<file path="src/rtl/multicycle_control_if.sv">
// Control bundle between the multicycle controller and its datapath.
// Master is the controller. Slave is the datapath side, which supplies op, zf and mem_ready.
interface multicycle_control_if;
  logic [5:0] op;
  logic       zf;
  logic       mem_ready;
  logic       pc_en;
  logic       i_or_d;
  logic       ir_write;
  logic       mem_read;
  logic       mem_write;
  logic       mem_to_reg;
  logic       reg_dst;
  logic       reg_write;
  logic       alu_src_a;
  logic [1:0] alu_src_b;
  logic [2:0] alu_op;
  logic [1:0] pc_source;
  logic [3:0] state;
  logic       illegal_op;

  modport master (
    input  op, zf, mem_ready,
    output pc_en, i_or_d, ir_write, mem_read, mem_write, mem_to_reg, reg_dst,
           reg_write, alu_src_a, alu_src_b, alu_op, pc_source, state, illegal_op
  );

  modport slave (
    output op, zf, mem_ready,
    input  pc_en, i_or_d, ir_write, mem_read, mem_write, mem_to_reg, reg_dst,
           reg_write, alu_src_a, alu_src_b, alu_op, pc_source, state, illegal_op
  );
endinterface

</file>
<file path="src/rtl/multicycle_control.sv">
// Multicycle MIPS-style control FSM (lw, sw, R-type, beq, j, addi) with Moore outputs decoded from state.
// Optional macro MC_MEM_WAIT_EN stalls FETCH, MEMRD and MEMWR until mem_ready is high.
module multicycle_control (
  input  logic                        clk,
  input  logic                        reset,
  multicycle_control_if.master        bus
);
  typedef enum logic [3:0] {
    FETCH  = 4'd0,
    DECODE = 4'd1,
    MEMADR = 4'd2,
    MEMRD  = 4'd3,
    MEMWB  = 4'd4,
    MEMWR  = 4'd5,
    EXEC   = 4'd6,
    ALUWB  = 4'd7,
    BRANCH = 4'd8,
    JUMP   = 4'd9,
    ADDIEX = 4'd10,
    ADDIWB = 4'd11
  } state_t;

  localparam logic [5:0] OP_LW   = 6'b100011;
  localparam logic [5:0] OP_SW   = 6'b101011;
  localparam logic [5:0] OP_RT   = 6'b000000;
  localparam logic [5:0] OP_BEQ  = 6'b000100;
  localparam logic [5:0] OP_J    = 6'b000010;
  localparam logic [5:0] OP_ADDI = 6'b001000;

  state_t state_q, state_d;
  logic   mem_ok;
  logic   pc_write;
  logic   pc_write_cond;

`ifdef MC_MEM_WAIT_EN
  assign mem_ok = bus.mem_ready;
`else
  logic unused_mem_ready;
  assign unused_mem_ready = bus.mem_ready;
  assign mem_ok = 1'b1;
`endif

  always_ff @(posedge clk) begin
    if (reset) state_q <= FETCH;
    else       state_q <= state_d;
  end

  always_comb begin
    state_d        = FETCH;
    pc_write       = 1'b0;
    pc_write_cond  = 1'b0;
    bus.i_or_d     = 1'b0;
    bus.ir_write   = 1'b0;
    bus.mem_read   = 1'b0;
    bus.mem_write  = 1'b0;
    bus.mem_to_reg = 1'b0;
    bus.reg_dst    = 1'b0;
    bus.reg_write  = 1'b0;
    bus.alu_src_a  = 1'b0;
    bus.alu_src_b  = 2'b00;
    bus.alu_op     = 3'b000;
    bus.pc_source  = 2'b00;
    bus.illegal_op = 1'b0;
    case (state_q)
      FETCH: begin
        // IR load and PC increment wait for mem_ready so the PC advances once per fetch
        bus.mem_read  = 1'b1;
        bus.alu_src_b = 2'b01;
        bus.ir_write  = mem_ok;
        pc_write      = mem_ok;
        state_d       = mem_ok ? DECODE : FETCH;
      end
      DECODE: begin
        bus.alu_src_b = 2'b11;
        case (bus.op)
          OP_LW, OP_SW: state_d = MEMADR;
          OP_RT:        state_d = EXEC;
          OP_BEQ:       state_d = BRANCH;
          OP_J:         state_d = JUMP;
          OP_ADDI:      state_d = ADDIEX;
          default: begin
            state_d        = FETCH;
            bus.illegal_op = 1'b1;
          end
        endcase
      end
      MEMADR: begin
        bus.alu_src_a = 1'b1;
        bus.alu_src_b = 2'b10;
        if (bus.op == OP_LW)      state_d = MEMRD;
        else if (bus.op == OP_SW) state_d = MEMWR;
        else                      state_d = FETCH;
      end
      MEMRD: begin
        bus.mem_read = 1'b1;
        bus.i_or_d   = 1'b1;
        state_d      = mem_ok ? MEMWB : MEMRD;
      end
      MEMWB: begin
        bus.reg_write  = 1'b1;
        bus.mem_to_reg = 1'b1;
        state_d        = FETCH;
      end
      MEMWR: begin
        bus.mem_write = 1'b1;
        bus.i_or_d    = 1'b1;
        state_d       = mem_ok ? FETCH : MEMWR;
      end
      EXEC: begin
        bus.alu_src_a = 1'b1;
        bus.alu_op    = 3'b010;
        state_d       = ALUWB;
      end
      ALUWB: begin
        bus.reg_write = 1'b1;
        bus.reg_dst   = 1'b1;
        state_d       = FETCH;
      end
      BRANCH: begin
        bus.alu_src_a = 1'b1;
        bus.alu_op    = 3'b001;
        bus.pc_source = 2'b01;
        pc_write_cond = 1'b1;
        state_d       = FETCH;
      end
      JUMP: begin
        bus.pc_source = 2'b10;
        pc_write      = 1'b1;
        state_d       = FETCH;
      end
      ADDIEX: begin
        bus.alu_src_a = 1'b1;
        bus.alu_src_b = 2'b10;
        state_d       = ADDIWB;
      end
      ADDIWB: begin
        bus.reg_write = 1'b1;
        state_d       = FETCH;
      end
      default: state_d = FETCH;
    endcase
    bus.pc_en = pc_write | (pc_write_cond & bus.zf);
    // Reset silences every control immediately, abandoning the instruction mid-flight
    if (reset) begin
      bus.pc_en      = 1'b0;
      bus.i_or_d     = 1'b0;
      bus.ir_write   = 1'b0;
      bus.mem_read   = 1'b0;
      bus.mem_write  = 1'b0;
      bus.mem_to_reg = 1'b0;
      bus.reg_dst    = 1'b0;
      bus.reg_write  = 1'b0;
      bus.alu_src_a  = 1'b0;
      bus.alu_src_b  = 2'b00;
      bus.alu_op     = 3'b000;
      bus.pc_source  = 2'b00;
      bus.illegal_op = 1'b0;
    end
  end

  assign bus.state = state_q;
endmodule

</file>
<file path="src/flat_wrapper.sv">
// flat-port wrapper written by rule: the top's interface ports become plain ports
module multicycle_control_flat 
  (clk, reset, bus_op, bus_zf, bus_mem_ready, bus_pc_en, bus_i_or_d, bus_ir_write, bus_mem_read, bus_mem_write, bus_mem_to_reg, bus_reg_dst, bus_reg_write, bus_alu_src_a, bus_alu_src_b, bus_alu_op, bus_pc_source, bus_state, bus_illegal_op);
  multicycle_control_if bus_i ();
  input  logic clk;
  input  logic reset;
  input wire logic [$bits(bus_i.op)-1:0] bus_op;
  input wire logic [$bits(bus_i.zf)-1:0] bus_zf;
  input wire logic [$bits(bus_i.mem_ready)-1:0] bus_mem_ready;
  output wire logic [$bits(bus_i.pc_en)-1:0] bus_pc_en;
  output wire logic [$bits(bus_i.i_or_d)-1:0] bus_i_or_d;
  output wire logic [$bits(bus_i.ir_write)-1:0] bus_ir_write;
  output wire logic [$bits(bus_i.mem_read)-1:0] bus_mem_read;
  output wire logic [$bits(bus_i.mem_write)-1:0] bus_mem_write;
  output wire logic [$bits(bus_i.mem_to_reg)-1:0] bus_mem_to_reg;
  output wire logic [$bits(bus_i.reg_dst)-1:0] bus_reg_dst;
  output wire logic [$bits(bus_i.reg_write)-1:0] bus_reg_write;
  output wire logic [$bits(bus_i.alu_src_a)-1:0] bus_alu_src_a;
  output wire logic [$bits(bus_i.alu_src_b)-1:0] bus_alu_src_b;
  output wire logic [$bits(bus_i.alu_op)-1:0] bus_alu_op;
  output wire logic [$bits(bus_i.pc_source)-1:0] bus_pc_source;
  output wire logic [$bits(bus_i.state)-1:0] bus_state;
  output wire logic [$bits(bus_i.illegal_op)-1:0] bus_illegal_op;
  assign bus_i.op = bus_op;
  assign bus_i.zf = bus_zf;
  assign bus_i.mem_ready = bus_mem_ready;
  assign bus_pc_en = bus_i.pc_en;
  assign bus_i_or_d = bus_i.i_or_d;
  assign bus_ir_write = bus_i.ir_write;
  assign bus_mem_read = bus_i.mem_read;
  assign bus_mem_write = bus_i.mem_write;
  assign bus_mem_to_reg = bus_i.mem_to_reg;
  assign bus_reg_dst = bus_i.reg_dst;
  assign bus_reg_write = bus_i.reg_write;
  assign bus_alu_src_a = bus_i.alu_src_a;
  assign bus_alu_src_b = bus_i.alu_src_b;
  assign bus_alu_op = bus_i.alu_op;
  assign bus_pc_source = bus_i.pc_source;
  assign bus_state = bus_i.state;
  assign bus_illegal_op = bus_i.illegal_op;
  multicycle_control u_core (.clk(clk), .reset(reset), .bus(bus_i));
endmodule
</file>
<file path="config.mk">
export PLATFORM = sky130hd
export DESIGN_NAME = multicycle_control_flat
export DESIGN_NICKNAME = d
export VERILOG_FILES = /design/src/rtl/multicycle_control_if.sv /design/src/rtl/multicycle_control.sv /design/src/flat_wrapper.sv
export SDC_FILE = /design/constraint.sdc
export NUM_CORES = 1
export LEC_CHECK = 0
export BUFFER_PORTS_ARGS = -buffer_cell sky130_fd_sc_hd__clkbuf_2
export CAP_MARGIN = 20
export CORE_MARGIN = 2
export CORE_UTILIZATION = 40
export CTS_BUF_LIST = sky130_fd_sc_hd__clkbuf_4 sky130_fd_sc_hd__clkbuf_8
export CTS_CLUSTER_DIAMETER = 40
export CTS_CLUSTER_SIZE = 28
export DETAILED_ROUTE_END_ITERATION = 7
export HOLD_SLACK_MARGIN = 0.12
export PLACE_DENSITY = 0.76
export SYNTH_ARGS = -nofsm -noshare
export SYNTH_HDL_FRONTEND = slang
export SYNTH_SLANG_ARGS = --single-unit
</file>
<file path="constraint.sdc">
create_clock -name clk -period 2.6 [get_ports clk]
set_clock_uncertainty 0.05 [all_clocks]
set_input_delay 0.26 -clock clk [delete_from_list [all_inputs] [get_ports clk]]
set_output_delay 0.26 -clock clk [all_outputs]
set_load 0.03 [all_outputs]
</file>
==> results of run 1 <==
==> cells in the mapped netlist, drive strengths merged <==
| library cell | n |
|---|---|
| nor2 | 9 |
| nor3 | 9 |
| a21oi | 6 |
| clkbuf | 5 |
| nand2 | 5 |
| dfxtp | 4 |
| inv | 4 |
| o21ai | 4 |
| a211oi | 3 |
| nand2b | 3 |
| nand3 | 3 |
| nor4 | 3 |
| and3 | 2 |
| buf | 2 |
| or3 | 2 |
| xor2 | 2 |
| a2111oi | 1 |
| a21o | 1 |
| a32oi | 1 |
| and3b | 1 |
| conb | 1 |
| maj3 | 1 |
| nand4b | 1 |
| nor4b | 1 |
| o2111ai | 1 |
| o211ai | 1 |
| o41a | 1 |
| o41ai | 1 |
| or2 | 1 |
==> power groups by stage <==
stage          Sequential [W]  Combinational, W   Clock, W
6_report            0.0000711         0.0000760  0.0000729
2_1_floorplan       0.0000708         0.0000535          0
3_5_place_dp        0.0000721         0.0000759          0
3_3_place_gp        0.0000717         0.0000748          0
5_1_grt             0.0000719         0.0000829  0.0000844
4_1_cts             0.0000711         0.0000762  0.0000767
==> cells by family (layout without fill, tap and decap cells) <==
kind of cell | Yosys count | count (layout) | share of synthesized area
compound gates | 20 | 20 | 0.262
xor+xnor | 2 | 2 | 0.0328
fa+ha+maj | 1 | 1 | 0.0187
buf+inv | 11 | 35 | 0.0866
flops | 4 | 4 | 0.150
other cells | 1 | 1 | 0.00702
simple gates | 40 | 40 | 0.443
==> worst max path at each step <==
stage                                   start             end  slack, ns  cells past startpoint
after floorplan           u_core.bus.state[2]  bus_illegal_op       0.39                      2
after global placement    u_core.bus.state[2]  bus_illegal_op       0.83                      3
after detailed placement  u_core.bus.state[2]  bus_illegal_op       0.81                      3
after CTS                 u_core.bus.state[2]  bus_illegal_op       0.57                      3
after global routing      u_core.bus.state[0]   bus_reg_write       0.45                      5
final                     u_core.bus.state[2]  bus_illegal_op       0.57                      3
==> stage by stage <==
step           hold slack (ns)  setup WS [ns]  std cells  utilization  cell area [um2]
3_5_place_dp             0.568          0.808        115        0.522              662
5_1_grt                  0.334          0.449        118        0.539              684
3_3_place_gp             0.562          0.830        115        0.522              662
4_1_cts                  0.326          0.567        118        0.539              684
2_1_floorplan            0.365          0.390         79            -              534
6_report                 0.331          0.571        118        0.539              684
==> final cells by class <==
type	count	area, um2	area share
Inverter	4	15.0	0.0219
Tap cell	15	18.8	0.0274
Clock buffer	3	22.5	0.0329
Timing Repair Buffer	28	140	0.205
Multi-Input combinational cell	64	408	0.596
Sequential cell	4	80.1	0.117
==> routing by layer <==
layer	up-vias	global-route usage	share of wire
met5	-	0	0
met4	0	0	0
met3	0	0.0333	0.062
met2	25	0.353	0.47
met1	293	0.213	0.46
li1	339	-	-
==> worst reg2reg max path, stage by stage, from the launching register on <==
cell	delay, ns
dfxtp_1	0.66
nand2_1	0.26
maj3_1	0.43
a211oi_1	0.17
==> out/metrics.cfg, run 1 <==
[timing]
maxSlewHeadroom=0.630
min_period_ns=2.03
drv_slew=0
fmax_ghz=0.493
setup_tns_ns=0
hold_viol_final=0
finalSetupViolCount=0
rsz0062_at_grt=false
min_period_over_period=0.780
max_slew.worst_pin.slew_ns=0.553

[critical_path]
r2r-end=u_core.bus.state[0]
cpLargestDelayFamily=simple AND/OR/NAND/NOR gates
cp_data_required_time_ns=2.29
cp-start-kind=flip-flop
end_kind=output pin
reg2reg_from=u_core.bus.state[1]
critPathArrivalTime_ns=1.72
crit_buf_inv=1
crit_type=reg2out
slowest_stage=or3_1
cpPeakStageDelay_ns=0.50
rr_worst_depth=3
crit_chain=or3_1 > nor4_1 > clkbuf_2
r2r_slack_ns=0.94
critPathMaxFanout=16

[floorplanning]
row_count=13
core_area_um2=1270
start_util=0.421
die_h_um=40.5
die_area_um2=1640
pin_count=31
die_x_um=40.5

[power_and_ir_drop]
p_int_w=0.000139
total_power_w=0.000220
swShare=0.368
pwr-share-clk=0.331
p_switching_w=0.0000809
power_frac_comb=0.346
leakagePower_nw=0.313
peakVddDrop_uv=207
power_per_cell_area_nw_per_um2=321
seqPwrFrac=0.323

[global_routing]
grt.overflow.total=0
grt_usage=0.182
grt_max_degree=17
antenna_found_initial=0
grt_pass1_vias=493
grt_pass1_wl_um=2060

[finish]
layout.nets=115
antenna_cells=0
largest_reg_flops=4
final_cell_mix=clkbuf_2 (28), nor2_1 (9), nor3_1 (9), a21oi_1 (6), nand2_1 (5)
fillers=133
final_common_cell=clkbuf_2
syn2layout_area_growth_pct=28.1
layout-drive-gt1-share=0.359

[clock_network]
clk_latency_ns=0.23
post_cts_buffers=0
htreeDepth=1
clkTransAtPathRegs_ns=0.03
postCtsResizedCells=0
tritoncts=done
root_buffer=clkbuf_4
cts_buffer_depth=2
hold_buffers=0
clock_sinks=4
numCtsBuffers=3

[drt]
drt_pre_antenna_iters=4
ant_nets=0
routed_wl_um=1390
vias_per_cell=5.57
vias=657
drt_iter0_markers=16
avgRoutedWirePerCell_um=11.8
drc=0

[place]
dpl.hpwl_um=1030
numPortBuffers=28
gp_congestion=0.813

[run_status]
status=finished, final reports clean

[yosys]
synth_area_um2=534
syn_area_per_cell_um2=6.76
ys_types=35
synth_cells=79
yosysWarnings=0
yosys_register_bits=4
yosysTopAreaCellShare=0.150
synth.net_count=89
synth_area_leaders=dfxtp_1 (15%), nor3_1 (8.4%), nor2_1 (6.3%)
yosysTopAreaCell=dfxtp_1
synth_seq_area_share=0.150

[min_path]
hold_path_class=in2reg
hold_start=bus_op[1]
worstHoldPathCells=3
whs_endpoint=u_core.bus.state[0]

[run]
maxCapViolCount=0

(Power assumes the default switching activity.)
==> inputs of run 2 (changes only) <==
Settings changed: PLACE_DENSITY 0.76 to 0.79.
Clock period 2.6 ns to 1.7 ns, I/O delays scaled along.
==> run 2 against run 1 <==
Effect of this change: final cell count up 4.2%; largest power group unchanged; routed wire length up 6.5%; first-iteration DRC count is 31% higher; critical path depth unchanged.
==> out/metrics.cfg, run 2 (same netlist as run 1, synthesis figures left out) <==
[finish]
fillers=124  ; -6.8%
final_cell_area_um2=773  ; +13%
largest_reg_flops=4  ; unchanged
final_cell_mix=clkbuf_2 (26), nor2_1 (9), nor3_1 (9), nand2_1 (5), buf_4 (5)
syn2layout_area_growth_pct=44.7
layout-drive-gt1-share=0.463  ; +0.104
antenna_cells=0  ; unchanged
multi_input_area_um2=439  ; +7.7%
regArea_um2=85.1  ; +6.2%
final_common_cell=clkbuf_2
layout.nets=120  ; +4.3%

[timing]
rsz0062_at_grt=true
finalSetupViolCount=0  ; unchanged
setup_tns_ns=0  ; unchanged
drv_slew=0  ; unchanged
min_period_over_period=0.970
hold_viol_final=0  ; unchanged
fmax_ghz=0.606
min_period_ns=1.65

[global_routing]
grt_pass1_vias=539  ; +9.3%
grt_usage=0.198  ; +0.0168
antenna_found_initial=0  ; unchanged
grt_max_degree=16  ; -1
grt.overflow.total=0  ; unchanged
grt_pass1_wl_um=2230  ; +8.4%

[critical_path]
r2r-end=u_core.bus.state[0]
r2r_slack_ns=0.24  ; -0.70 ns
cp-start-kind=flip-flop
critPathArrivalTime_ns=1.43  ; -0.29 ns
cp_data_required_time_ns=1.48  ; -0.81 ns
critPathMaxFanout=5  ; -11
crit_type=reg2out
rr_worst_depth=5  ; +2
end_kind=output pin
reg2reg_from=u_core.bus.state[3]

[clock_network]
clock_sinks=4  ; unchanged
numCtsBuffers=3  ; unchanged
tritoncts=done
clk_latency_ns=0.24  ; about the same
cts_buffer_depth=2  ; unchanged
post_cts_buffers=0  ; unchanged
htreeDepth=1  ; unchanged
clkTransAtPathRegs_ns=0.04  ; about the same
root_buffer=clkbuf_4

[place]
numPortBuffers=28  ; unchanged
place_area_um2=718  ; +8.5%
dpl.hpwl_um=1120  ; +8.4%
gp_congestion=0.776  ; -4.6%

[drt]
avgRoutedWirePerCell_um=12.0  ; +2.1%
drc=0  ; unchanged
vias=677  ; +3.0%
drt_pre_antenna_iters=4  ; unchanged
vias_per_cell=5.50  ; -1.1%
drt_iter0_markers=21  ; +5
routed_wl_um=1480  ; +6.5%
ant_nets=0  ; unchanged

[min_path]
hold_start=bus_op[1]
whs_endpoint=u_core.bus.state[0]
worstHoldPathCells=3  ; unchanged
hold_path_class=in2reg

[floorplanning]
row_count=13  ; unchanged
start_util=0.421  ; unchanged
core_area_um2=1270  ; unchanged
die_area_um2=1640  ; unchanged
die_h_um=40.5  ; unchanged
pin_count=31  ; unchanged
die_x_um=40.5  ; unchanged

[run]
maxCapViolCount=0  ; unchanged

[power_and_ir_drop]
power_per_cell_area_nw_per_um2=461  ; +44%
peakVddDrop_uv=285  ; +37%
leakagePower_nw=0.348  ; +11%

[run_status]
status=finished, final reports clean

## run 2: final cells by class
cell class,instances,area share
multi-input combinational,64,0.568
timing repair buffer,33,0.249
sequential,4,0.110
clock buffer,3,0.0291
tap,15,0.0243
inverter,4,0.0194
## run 2: worst max-delay path: stages, from the launching register on
cell and delay [ns]:
dfxtp_1 0.30, or3_4 0.42, nor4_2 0.28, buf_4 0.20
## run 2: stage by stage
| step | hold slack, ns | util | setup WS, ns | cells | total power [W] |
|---|---|---|---|---|---|
| after CTS | 0.218 | 0.604 | 0.00400 | 123 | 0.000358 |
| final | 0.219 | 0.609 | 0.0506 | 123 | 0.000357 |
| after floorplan | 0.275 | - | -0.232 | 79 | 0.000193 |
| after detailed placement | 0.474 | 0.566 | 0.154 | 120 | 0.000235 |
| after global placement | 0.463 | 0.566 | 0.181 | 120 | 0.000233 |
| after global routing | 0.271 | 0.609 | -0.000178 | 123 | 0.000377 |
## run 2: worst max path at each step
stage,startpoint,slack [ns],cells past startpoint,endpoint
floorplan,u_core.bus.state[2],-0.23,3,bus_mem_to_reg
global placement,u_core.bus.state[3],0.18,3,bus_illegal_op
detailed placement,u_core.bus.state[0],0.15,5,bus_reg_write
CTS,u_core.bus.state[1],0.004,4,bus_reg_write
global route,u_core.bus.state[2],-0.0002,3,bus_illegal_op
finish,u_core.bus.state[3],0.05,3,bus_illegal_op
## run 2: metal layers
metal | up-vias | global-route usage | part of all wire
li1 | 350 | - | -
met4 | 0 | 0.0500 | 0.011
met2 | 29 | 0.369 | 0.48
met5 | - | 0 | 0
met3 | 2 | 0.0167 | 0.053
met1 | 296 | 0.239 | 0.45
## run 2: report_power, final
group	switching, W	internal [W]	total, W
clock network	0.0000414	0.0000791	0.000120
logic	0.0000862	0.0000451	0.000131
registers	0.00000764	0.0000973	0.000105
total	0.000135	0.000222	0.000357
## run 2: what timing repair did
item,CTS,global route
hold buffers,0,0
setup endpoints to repair,3,6
cloned,0,0
resized for setup,7,4
==> inputs of run 3 (changes only) <==
--- a/config.mk
+++ b/config.mk
@@ -16,3 +16,3 @@
 export HOLD_SLACK_MARGIN = 0.12
-export PLACE_DENSITY = 0.79
+export PLACE_DENSITY = 0.82
 export SYNTH_ARGS = -nofsm -noshare
==> constraint.sdc (replaced) <==
create_clock -name clk -period 1.7 [get_ports clk]
set_clock_uncertainty 0.05 [all_clocks]
set_input_delay 0.51 -clock clk [delete_from_list [all_inputs] [get_ports clk]]
set_output_delay 0.51 -clock clk [all_outputs]
set_load 0.03 [all_outputs]
==> run 3 against run 2 <==
Effect of this change: the flow now stops in clock tree synthesis; synthesized area stayed put; synthesized cell count stayed put.
==> out/metrics.cfg, run 3 <==
[floorplanning]
die_h_um=40.5  ; unchanged
pin_count=31  ; unchanged
start_util=0.421  ; unchanged
die_x_um=40.5  ; unchanged
row_count=13  ; unchanged

[yosys]
synth_area_um2=534  ; unchanged
synth-edff-count=0  ; unchanged
synth_compound_area_frac=0.262  ; unchanged
yosysTopAreaCell=dfxtp_1
yosys_register_bits=4  ; unchanged
ys_types=35  ; unchanged
synth_seq_area_share=0.150  ; unchanged
synth.mux.area_fraction=0  ; unchanged
syn_area_per_cell_um2=6.76  ; unchanged
synth.net_count=89  ; unchanged
synth_area_leaders=dfxtp_1 (15%), nor3_1 (8.4%), nor2_1 (6.3%)
ys.flop_type=dfxtp_1
synth_xor_area_frac=0.0328  ; unchanged
synth-simple-area-share=0.443  ; unchanged
synth_fa_ha_area_frac=0.0187  ; unchanged
synth_cells=79  ; unchanged
yosys-top-cells-count=nor2_1 (9), nor3_1 (9), a21oi_1 (6)
yosysTopAreaCellShare=0.150  ; unchanged
synth_top_family_by_area=simple AND/OR/NAND/NOR gates
yosysWarnings=0  ; unchanged
synthArstFlopShare=0  ; unchanged

[run_status]
stop_stage=clock tree synthesis
status=aborted with a tool error
error=[ERROR DPL-0038] Utilization greater than 100%, impossible to legalize

[clock_network]
clock_sinks=4  ; unchanged
postCtsResizedCells=61  ; +54
htreeDepth=1  ; unchanged
post_cts_buffers=17  ; +17
numCtsBuffers=3  ; unchanged
hold_buffers=0  ; unchanged
cts_buffer_depth=2  ; unchanged
root_buffer=clkbuf_4

[place]
dpl.hpwl_um=1650  ; +48%
dp_slack_ns=-0.326  ; -0.479 ns
place_area_um2=1040  ; +45%
gp_congestion=0.825  ; +6.4%
numPortBuffers=28  ; unchanged

## run 3: cell counts after synthesis
No cell type changed its count.
## run 3: per-stage QoR
stage / std cells / TNS, ns
floorplan: 79 / -0.599
global placement: 143 / -2.75
detailed placement: 143 / -3.04
## run 3: kinds of logic after synthesis
| kind of cell | Yosys count |
|---|---|
| and+or+nand+nor | 40 |
| AOI/OAI and AO/OA | 20 |
| buffers and inverters | 11 |
| DFF | 4 |
| xor gates and xnor gates | 2 |
| adders and majority gates | 1 |
| other | 1 |
==> inputs of run 4 (changes only) <==
Settings changed: CORE_AREA from default to 2 2 63 65, CORE_MARGIN 2 to default, CORE_UTILIZATION 40 to default, CTS_BUF_LIST sky130_fd_sc_hd__clkbuf_4 sky130_fd_sc_hd__clkbuf_8 to default, CTS_CLUSTER_DIAMETER 40 to default, CTS_CLUSTER_SIZE 28 to default, DIE_AREA from default to 0 0 65 67, HOLD_SLACK_MARGIN 0.12 to default, PLACE_DENSITY 0.82 to default, PLACE_DENSITY_LB_ADDON from default to 0.15.
Clock period 1.7 ns to 2.2 ns, I/O delays scaled along.
==> run 4 against run 3 <==
Effect of this change: the flow now finishes, with violations (setup timing).
==> out/metrics.cfg, run 4 (same netlist as run 1, synthesis figures left out) <==
[drt]
avgRoutedWirePerCell_um=12.3
drc=0
vias_per_cell=4.43
vias=749
ant_nets=0
routed_wl_um=2090
drt_pre_antenna_iters=4
drt_iter0_markers=39

[power_and_ir_drop]
total_power_w=0.000375
power_per_cell_area_nw_per_um2=360
leakagePower_nw=0.455
peakVddDrop_uv=98.2

[floorplanning]
die_area_um2=4360
die_x_um=65  ; +60%
start_util=0.148  ; -0.273
die_h_um=67  ; +65%
row_count=22  ; +9
core_area_um2=3610
pin_count=31  ; unchanged

[critical_path]
rr_worst_depth=5
cp_data_required_time_ns=1.49
cp-start-kind=input port
crit_type=in2out
end_kind=output pin
critPathArrivalTime_ns=1.52
critPathMaxFanout=3

[finish]
final_cell_mix=buf_4 (20), clkbuf_8 (11), clkbuf_2 (11), nor2_1 (7)
largest_reg_flops=4
layout.nets=133
regArea_um2=81.3
syn2layout_area_growth_pct=94.8
antenna_cells=0
multi_input_area_um2=459
layout-drive-gt1-share=0.554
final_cell_area_um2=1040
final_common_cell=buf_4
fillers=396

[global_routing]
grt_max_degree=14
antenna_found_initial=0
grt_pass1_wl_um=3180
grt.overflow.total=0
grt_usage=0.0929
grt_pass1_vias=671

[clock_network]
tritoncts=done
clkTransAtPathRegs_ns=0.03
clock_sinks=4  ; unchanged
htreeDepth=1  ; unchanged
root_buffer=clkbuf_8
numCtsBuffers=3  ; unchanged
clk_latency_ns=0.21
cts_buffer_depth=2  ; unchanged
hold_buffers=0  ; unchanged

[run_status]
violations=setup timing
status=finished, violations left

[timing]
hold_viol_final=0
finalSetupViolCount=2
min_period_ns=2.23
min_period_over_period=1.01
layout_setup_ws_ns=-0.0321
rsz0062_at_grt=true
drv_slew=0
fmax_ghz=0.448

[min_path]
worstHoldPathCells=3
hold_path_class=reg2reg

[place]
dpl.hpwl_um=1640  ; -0.64%
place_area_um2=863  ; -17%
gp_congestion=0.779  ; -5.7%
numPortBuffers=28  ; unchanged

[run]
maxCapViolCount=0

## run 4: worst paths after layout
path                         end           startpoint  slack (ns)
max                 bus_ir_write                reset       -0.03
min          u_core.bus.state[3]  u_core.bus.state[3]        0.64
max reg2reg  u_core.bus.state[0]  u_core.bus.state[1]        0.62
min reg2reg  u_core.bus.state[3]  u_core.bus.state[3]        0.64
## run 4: where the power goes
part / total (W) / switching, W / internal, W / leakage (nW)
clock: 0.000150 / 0.0000339 / 0.000116 / 0.0216
combinational: 0.000143 / 0.0000776 / 0.0000655 / 0.401
sequential: 0.0000819 / 0.00000624 / 0.0000757 / 0.0328
## run 4: cell type report
class,instances,area share
clock buffers,3,0.0397
inverters,4,0.0144
multi-input cells,64,0.441
flip-flops and latches,4,0.0781
well taps,48,0.0577
repair buffers,46,0.369
## run 4: routing by layer
metal	routed length [um]	vias to the layer above	GRT usage
met2	1010	28	0.160
met4	8	0	0.0160
met1	938	347	0.123
met3	124	2	0.0152
li1	-	372	-
met5	0	-	0
## run 4: worst max-delay path, cell delays in order
cell and delay, ns:
buf_6 0.09, or3_4 0.35, buf_6 0.14, nor3_4 0.10
clkbuf_8 0.18
## run 4: through the flow
step / hold slack [ns] / setup slack (ns) / TNS (ns) / utilization / std cells
after floorplan: 0.740 / -0.319 / -1.35 / - / 79
after global placement: 0.640 / -0.188 / -0.506 / 0.239 / 165
after detailed placement: 0.637 / -0.190 / -0.547 / 0.239 / 165
after CTS: 0.648 / -0.0370 / -0.0702 / 0.282 / 169
after global routing: 0.661 / -0.0567 / -0.198 / 0.289 / 169
final: 0.635 / -0.0321 / -0.0367 / 0.289 / 169
## run 4: timing repair
item,in CTS,in global routing
resized for setup,24,16
buffers inserted,1,0
pin swaps,2,0
setup endpoints to repair,10,12
cloned,0,0
